`src/rtl/adsr_nco_bank.sv`:
```
// adsr_nco_bank: time-multiplexed bank of envelope NCOs.
// One sample_rate pulse sweeps every channel once: the channel's env_time is
// presented to an external step ROM, the returned step is added to the
// channel's phase, and the pre-update scale plus overflow flag are emitted.
//
// Optional build macro: ADSR_NCO_BANK_OVERRUN_EN enables the sticky overrun
// flag (sample_rate seen while a sweep is running). Without it overrun is 0.
//
// state | meaning
// ------+-------------------------------------------------------------
// IDLE  | waiting for sample_rate; no ROM address presented
// RUN   | presenting step_addr for channels 0..CHANNELS-1, one per clk
// DRAIN | last ROM read / update in flight, waiting for final env_dv
module adsr_nco_bank #(
  parameter int CHANNELS = 8,
  parameter int NCO_W    = 24,
  parameter int STEP_W   = 19,
  parameter int SCALE_W  = 7,
  parameter int TIME_W   = 7
) (
  input  logic                         clk,
  input  logic                         rst_n,
  input  logic                         sample_rate,
  input  logic [CHANNELS*TIME_W-1:0]   env_time,
  input  logic [CHANNELS-1:0]          ch_clr,
  input  logic [CHANNELS-1:0]          ch_oneshot,
  output logic [TIME_W-1:0]            step_addr,
  input  logic [STEP_W-1:0]            step_data,
  output logic [SCALE_W-1:0]           env_scale,
  output logic                         env_ovflow,
  output logic [$clog2(CHANNELS)-1:0]  env_ch,
  output logic                         env_dv,
  output logic                         busy,
  output logic                         overrun
);

  localparam int CH_W = $clog2(CHANNELS);
  localparam logic [CH_W-1:0] LAST_CH = CH_W'(CHANNELS - 1);

  typedef enum logic [1:0] {
    IDLE  = 2'd0,
    RUN   = 2'd1,
    DRAIN = 2'd2
  } state_t;

  state_t            state_q;
  state_t            state_d;
  logic [CH_W-1:0]   addr_ch_q;
  logic              upd_v_q;
  logic [CH_W-1:0]   upd_ch_q;

  logic [NCO_W-1:0]  phase_q [CHANNELS];
  logic [CHANNELS-1:0] done_q;

  logic [NCO_W-1:0]  cur_phase;
  logic              cur_done;
  logic [NCO_W:0]    sum;
  logic              carry;
  logic [NCO_W-1:0]  nxt_phase;
  logic              nxt_done;
  logic              nxt_ovf;

  // FSM state register
  always_ff @(posedge clk or negedge rst_n) begin
    if (!rst_n) state_q <= IDLE;
    else        state_q <= state_d;
  end

  // FSM next-state: leave DRAIN once the last channel's result is on the outputs
  always_comb begin
    state_d = state_q;
    case (state_q)
      IDLE:    if (sample_rate) state_d = RUN;
      RUN:     if (addr_ch_q == LAST_CH) state_d = DRAIN;
      DRAIN:   if (env_dv && (env_ch == LAST_CH)) state_d = IDLE;
      default: state_d = IDLE;
    endcase
  end

  assign busy = (state_q != IDLE);

  // Channel being addressed; parks on the last channel until the sweep ends
  always_ff @(posedge clk or negedge rst_n) begin
    if (!rst_n)                                       addr_ch_q <= '0;
    else if (state_q == IDLE)                         addr_ch_q <= '0;
    else if (state_q == RUN && addr_ch_q != LAST_CH)  addr_ch_q <= addr_ch_q + CH_W'(1);
  end

  // ROM address is only driven while a channel is being addressed
  always_comb begin
    step_addr = '0;
    if (state_q == RUN) step_addr = env_time[addr_ch_q*TIME_W +: TIME_W];
  end

  // One-clk delay to line the channel index up with the ROM read latency
  always_ff @(posedge clk or negedge rst_n) begin
    if (!rst_n) begin
      upd_v_q  <= 1'b0;
      upd_ch_q <= '0;
    end else begin
      upd_v_q  <= (state_q == RUN);
      upd_ch_q <= addr_ch_q;
    end
  end

  // Phase update rule; clear wins over carry, a finished one-shot holds
  always_comb begin
    cur_phase = phase_q[upd_ch_q];
    cur_done  = done_q[upd_ch_q];
    sum       = {1'b0, cur_phase} + {{(NCO_W + 1 - STEP_W){1'b0}}, step_data};
    carry     = sum[NCO_W];
    nxt_phase = sum[NCO_W-1:0];
    nxt_done  = 1'b0;
    nxt_ovf   = 1'b0;
    if (ch_clr[upd_ch_q]) begin
      nxt_phase = '0;
    end else if (ch_oneshot[upd_ch_q]) begin
      if (cur_done) begin
        nxt_phase = cur_phase;
        nxt_done  = 1'b1;
      end else if (carry) begin
        nxt_phase = '1;
        nxt_done  = 1'b1;
        nxt_ovf   = 1'b1;
      end
    end else if (carry) begin
      // free-run wraps to zero; done is dropped so a later one-shot restarts
      nxt_phase = '0;
      nxt_ovf   = 1'b1;
    end
  end

  // Per-channel phase/done storage
  always_ff @(posedge clk or negedge rst_n) begin
    if (!rst_n) begin
      for (int i = 0; i < CHANNELS; i++) phase_q[i] <= '0;
      done_q <= '0;
    end else if (upd_v_q) begin
      phase_q[upd_ch_q] <= nxt_phase;
      done_q[upd_ch_q]  <= nxt_done;
    end
  end

  // Registered result; scale/channel hold between strobes
  always_ff @(posedge clk or negedge rst_n) begin
    if (!rst_n) begin
      env_dv     <= 1'b0;
      env_ovflow <= 1'b0;
      env_ch     <= '0;
      env_scale  <= '0;
    end else begin
      env_dv     <= upd_v_q;
      env_ovflow <= upd_v_q & nxt_ovf;
      if (upd_v_q) begin
        env_ch    <= upd_ch_q;
        env_scale <= cur_phase[NCO_W-1 -: SCALE_W];
      end
    end
  end

`ifdef ADSR_NCO_BANK_OVERRUN_EN
  logic overrun_q;

  // Sticky: a pulse arriving mid-sweep is dropped, so flag it until reset
  always_ff @(posedge clk or negedge rst_n) begin
    if (!rst_n)                            overrun_q <= 1'b0;
    else if (sample_rate && busy)          overrun_q <= 1'b1;
  end

  assign overrun = overrun_q;
`else
  assign overrun = 1'b0;
`endif

endmodule

```
`config.mk`:
```
export PLATFORM = sky130hd
export DESIGN_NAME = adsr_nco_bank
export DESIGN_NICKNAME = d
export VERILOG_FILES = /design/src/rtl/adsr_nco_bank.sv
export SDC_FILE = /design/constraint.sdc
export NUM_CORES = 1
export LEC_CHECK = 0
export BUFFER_PORTS_ARGS = -buffer_cell sky130_fd_sc_hd__buf_2
export CAP_MARGIN = 10
export CORE_MARGIN = 8
export CORE_UTILIZATION = 40
export CTS_CLUSTER_SIZE = 24
export DETAILED_ROUTE_END_ITERATION = 16
export GPL_TIMING_DRIVEN = 0
export HOLD_SLACK_MARGIN = 0.12
export SLEW_MARGIN = 15
export SYNTH_ARGS = -nofsm -noshare
export SYNTH_HDL_FRONTEND = slang
export SYNTH_SLANG_ARGS = --single-unit
export TNS_END_PERCENT = 20
```
`constraint.sdc`:
```
create_clock -name clk -period 4.1 [get_ports clk]
set_clock_uncertainty 0.2 [all_clocks]
set_input_delay 0.82 -clock clk [delete_from_list [all_inputs] [get_ports clk]]
set_output_delay 0.82 -clock clk [all_outputs]
set_load 0.02 [all_outputs]
```
Word-level counts from Yosys, hierarchy flattened
Cells that the tools add are included.
{"block": "word_totals", "ff_bits": 221, "input_bits": 94, "out_inout_bits": 21, "word_cells": 77}
{"block": "classes", "addsub": 2, "n_mul": 1, "magnitude_cmp": 4, "n_eq_ne": 8, "shifts": 1, "muxes": 34, "n_bitwise": 2, "n_reduce_logical": 8}
{"op": "bitwise mux 192 bit", "count": 1}
{"op": "2-to-1 mux 24 bit", "count": 8}
{"op": "binary-select mux 24 bit (select 3 bit)", "count": 1}
{"op": "demux 24 bit (select 3 bit)", "count": 1}
{"op": "indexed part select 56 x 7 -> 7 bit", "count": 1}
{"op": "adder 24 x 19 -> 25 bit", "count": 1}
{"op": "2-to-1 mux 1 bit", "count": 11}
{"op": "binary-select mux 1 bit (select 3 bit)", "count": 3}
{"op": "bitwise mux 8 bit", "count": 1}
{"op": "2-to-1 mux 7 bit", "count": 1}
{"op": "== test 3 bit, second input constant", "count": 2}
{"op": "multiplier 3 x 3 -> 6 bit, second input constant", "count": 1}
{"op": "2-to-1 mux 2 bit", "count": 3}
{"op": "2-to-1 mux 3 bit", "count": 2}
{"op": "!= test 2 bit, second input constant", "count": 3}
{"op": "case mux 2 bit (3 select lines)", "count": 1}
{"op": "greater-or-equal comparator 4 bit, second input constant", "count": 1}
{"op": "logical AND 1 bit", "count": 4}
{"op": "< comparator 3 x 4 -> 1 bit, second input constant", "count": 1}
{"op": "< comparator 4 x 1 -> 1 bit, second input constant", "count": 1}
{"op": "inverter 3 -> 4 bit", "count": 1}
{"op": "nonzero test 2 bit", "count": 2}
{"op": "adder 3 x 1 -> 3 bit, second input constant", "count": 1}
{"op": "demux 1 bit (select 3 bit)", "count": 1}
{"op": "other kinds (7)", "count": 7}

Longest topological paths before layout
{"block": "depth", "depth_word": 10, "mapped_depth": 17, "ltp_nobuf": 13}

Worst setup path after synthesis
No wires, ideal clock.
{"block": "synth_path", "path_kind": "reg2reg", "from": "register upd_ch_q[0]", "to": "register phase_q[119] (netlist bit)", "setup_ns": 0.074, "arrival_ns": 4.135, "required_time_ns": 3.826, "setup_slack_ns": -0.310, "stages_incl_launch_ff": 15, "path_buffers": 3, "period_less_slack_ns": 4.410, "path_cell_list": "dfrtp_1 -> buf_4 -> buf_2 -> buf_2 -> mux4_2 -> mux2_2 -> ha_1 -> o21ai_0 -> or4b_1 -> nand3_1 -> nand4_1 -> and3_1 -> o31a_1 -> o32a_4 -> o21ai_2"}
{"block": "synth_between", "elab_chain_len": 10, "word_cells_on_any_way": 22, "cone_classes": "add/sub: 1; order compare: 2; mux: 17; bitwise: 1; reduce/logical: 1"}
{"item": "start, declared", "line_no": "50", "rtl": "logic [CH_W-1:0] upd_ch_q;"}
{"item": "start signal, assigned", "line_no": "102", "rtl": "upd_ch_q <= addr_ch_q;"}
{"item": "inverter 3 -> 4 bit (not written as such)", "line_no": "108, 139"}
{"item": "binary-select mux 24 bit (select 3 bit)", "line_no": "108", "rtl": "cur_phase = phase_q[upd_ch_q];"}
{"item": "2-to-1 mux 24 bit (not written as such) (2 in series)", "line_no": "108"}
{"item": "adder 24 x 19 -> 25 bit", "line_no": "110", "rtl": "sum = {1'b0, cur_phase} + {{(NCO_W + 1 - STEP_W){1'b0}}, step_data};"}
{"item": "2-to-1 mux 24 bit", "line_no": "121", "rtl": "end else if (carry) begin"}
{"item": "2-to-1 mux 24 bit", "line_no": "118", "rtl": "if (cur_done) begin"}
{"item": "2-to-1 mux 24 bit", "line_no": "117", "rtl": "end else if (ch_oneshot[upd_ch_q]) begin"}
{"item": "2-to-1 mux 24 bit", "line_no": "115", "rtl": "if (ch_clr[upd_ch_q]) begin"}
{"item": "bitwise mux 192 bit *", "line_no": "139", "rtl": "phase_q[upd_ch_q] <= nxt_phase;"}
{"item": "end signal, assigned by index", "line_no": "139"}
{"item": "end, declared", "line_no": "52", "rtl": "logic [NCO_W-1:0] phase_q [CHANNELS];"}
Every way passes the cells marked *; elsewhere a longest branch is shown, timed or not. The select of a mux whose other input is x is not followed.
A chain may end at the register's enable or synchronous reset.

Final worst setup path
{"block": "layout_path", "from": "register upd_ch_q[0]", "to": "register phase_q[91] (netlist bit)"}
The elaborated chain is that of the path after synthesis.

==> metrics.md <==
| Metric | Value |
|---|---|
| Setup crit start | upd_ch_q[0] |
| Synth area leaders | dfrtp_1, mux4_2, nand2_1 |
| Most used DFF post-synth | dfrtp_1 |
| Via count | 9565 |
| Post-Synth Adder-Cell Area | 2.42% |
| Initial Utilization | 40.7% |
| Num ports | 115 |
| Longest Clk Path Bufs | 3 |
| HP Class | reg2reg |
| GR Overflow Total | 0 |
| XOR/XNOR Fraction of Synth Area | 1.27% |
| Register area share after synthesis | 47.3% |
| Startpoint Class | flop |
| PwrDens | 1070 nW/um^2 |
| Final worst path period share | 103% |
| Reg2reg setup slack | -0.11 ns |
| Worst vdd ir | 0.000453 V |
| Mux cell area share after synthesis | 16.7% |
| Max layer used | met4 |
| R2r startpoint | upd_ch_q[0] |
| Met3 WL | 2.46 mm |
| End point of the critical path | phase_q[91] |
| Antenna diode count | 0 |
| H-tree depth | 1 |
| Arr. time, crit path | 4.41 ns |
| Failing checks | setup timing |
| R2R cell count | 16 |
| Yosys warns | 0 |
| Crit path capture type | flop |
| Worst-Skew Late Latency | 0.54 ns |
| Area leader, netlist | dfrtp_1 |
| Share of layout cells above drive strength 1 | 38.3% |
| First-pass GRT wire length | 58.3 mm |
| Status | finished, violations left |
| Root buffer cell | clkbuf_16 |
| Peak fanout along the critical path | 8 |
| Final RePlAce weighted congestion | 0.863 |
| Mapped Area | 11700 sq um |
| Nets | 1383 |
| Clk sinks | 221 |
| Worst hold slack | 0.221 ns |
| Max frequency | 238 MHz |
| Remaining antenna violation count after routing | 0 |
| Seq cells post-synth | 221 |
| Max cap viols | 0 |
| Syn Area/Cell | 11.0 sq um |
| Post-synthesis async set-or-reset flop share | 100% |
| Fin. max-slew vios | 0 |
| Relative slew slack | 37.3% |
| Post-synth top cells | nand2_1, dfrtp_1, o21ai_1 |
| Worst EP required | 4.30 ns |
| CTS Buf Count | 25 |
| Leak pwr | 0.00670 uW |
| Endpoints failing hold | 0 |
| Worst-margin pin slew | 0.941 ns |
| Worst-path clk slew | 0.06 ns |
| Pre-Repair DR Iteration Count | 5 |
| Netlist cell types | 68 |
| Largest net degree at the start of global routing | 101 |
| DIE AREA | 34900 sq um |
| Hold path depth | 0 |
| Yosys top cell area share | 47.3% |
| # DRC | 0 |
| Initial antenna violation count | 0 |
| M1 WL | 15.8 mm |
| Final WS setup | -0.107 ns |
| Min cycle time layout | 4.21 ns |
| CTS tree | yes |
| GR Util All Layers | 21.0% |
| Core Util, Final | 53.8% |
| Capturing point of the worst reg2reg path | phase_q[91] |
| Core region area | 28700 sq um |
| Final wirelength | 37.4 mm |
| P&R area growth vs syn | 32.3% |
| Setup CP Type | reg2reg |
| Port Buffers | 113 |
| Largest family of logic cells by synthesized area | compound AO/OA/AOI/OAI gates |
| Final setup fails | 136 |
| Unrepaired setup endpoints after global routing | yes |
| Vias per cell | 5.73 |
| Number of global-route vias before repair | 9981 |
| DP HPWL | 25.4 mm |
| Synthesized netlist cell count | 1061 |
| Die Y | 187 microns |
| Most instantiated library cell after synthesis | nand2_1 |
| Standard-cell rows | 62 |
| Die Wd | 187 microns |
| Post-synth net total | 1177 |
| Compound-Gate Fraction of Synth Area | 17.5% |
| Routed wire length on met2 | 18.2 mm |
| Detailed Route Iter0 Violations | 732 |
| Post-synth EDFFs | 0 |
| DR WL/cell | 22.4 microns |
| Post-synthesis simple-gate area fraction | 11.3% |
==> metal layers <==
layer / up-vias / GRT usage [%]
met5: - / 0
met3: 59 / 3.50
met1: 4876 / 28.0
met4: 0 / 5.96
met2: 356 / 34.7
li1: 4274 / -
==> metrics by stage <==
stage	instance area, sq um	power, uW	setup TNS (ns)	worst slack [ns]	cells
final	15500	16600	-4.29	-0.107	1669
after CTS	15000	15600	-9.41	-0.118	1652
after global routing	15500	17500	-19.69	-0.235	1669
after floorplan	11700	9030	0	0.00304	1061
after global placement	12800	11200	-654.24	-1.94	1558
after detailed placement	12800	11300	-235.10	-1.37	1560
==> worst max-delay path, cell delays in order (launching register included) <==
cell and delay (ns):
dfrtp_2 0.42, buf_12 0.13, buf_12 0.14, buf_12 0.13, mux4_2 0.52, mux2_4 0.33
ha_4 0.27, nand4_1 0.11, or4b_4 0.54, nand3_4 0.12, nand4_1 0.14, buf_4 0.19
a31oi_4 0.28, xnor2_2 0.11, o21ai_2 0.16, buf_6 0.18, o21ai_1 0.07
==> how the worst min path moves through the flow <==
stage               slack, ns          end    startpoint
CTS                      0.22  upd_ch_q[2]  addr_ch_q[2]
global route             0.23  upd_ch_q[1]  addr_ch_q[1]
floorplan                0.18  upd_ch_q[1]  addr_ch_q[1]
detailed placement       0.21  upd_ch_q[2]  addr_ch_q[2]
global placement         0.20  upd_ch_q[1]  addr_ch_q[1]
finish                   0.22  upd_ch_q[2]  addr_ch_q[2]
==> area by class of cell <==
class / count / area, sq um
timing repair buffer: 183 / 1460
inverter: 10 / 37.5
sequential: 221 / 5530
multi-input combinational: 756 / 6590
clock inverter: 6 / 63.8
buffer: 70 / 523
clock buffer: 39 / 768
tap: 384 / 480
fill: 2411 / 13200
==> flip-flops by register name, summed over array words and instances, names as in the netlist <==
name,cells
phase_q,192
done_q,8
env_scale,7
addr_ch_q,3
env_ch,3
upd_ch_q,3
state_q,2
env_dv,1
env_ovflow,1
upd_v_q,1
==> repair_timing <==
item | CTS | global route
gates resized for setup | 145 | 103
pin swaps | 96 | 109
hold endpoints to repair | 31 | 0
buffers inserted | 45 | 21
cloned | 5 | 0
endpoints found under the setup margin | 201 | 207
hold buffers | 1 | 0
==> cell usage in the layout, fill, tap and decap left out, types with 12 or more instances in the layout <==
cell type / synthesis / routed
buf_4: 4 / 40
o21ai_2: 12 / 60
mux2i_1: 17 / 14
buf_6: 4 / 12
o21ai_0: 62 / 20
a21oi_1: 24 / 20
nor2_1: 29 / 29
clkbuf_16: 0 / 28
buf_12: 1 / 27
buf_2: 7 / 114
clkbuf_1: 55 / 52
o21ai_1: 132 / 123
mux4_2: 68 / 68
ha_4: 0 / 15
nand2_1: 227 / 223
dfrtp_1: 221 / 220
==> power by group <==
group	internal, uW	switching, uW	leakage [uW]
Clock	1350	899	0.000405
Combinational	4750	6040	0.00344
Sequential	3060	475	0.00286
==> kinds of logic after synthesis <==
family / count (synthesis)
multiplexers: 106
XOR/XNOR: 17
AO/OA/AOI/OAI: 302
flip-flops: 221
other: 1
AND/OR/NAND/NOR: 308
adder cells (fa/ha/maj): 22
buffers and inverters: 84
No activity file was read; power rests on OpenSTA's default activity.
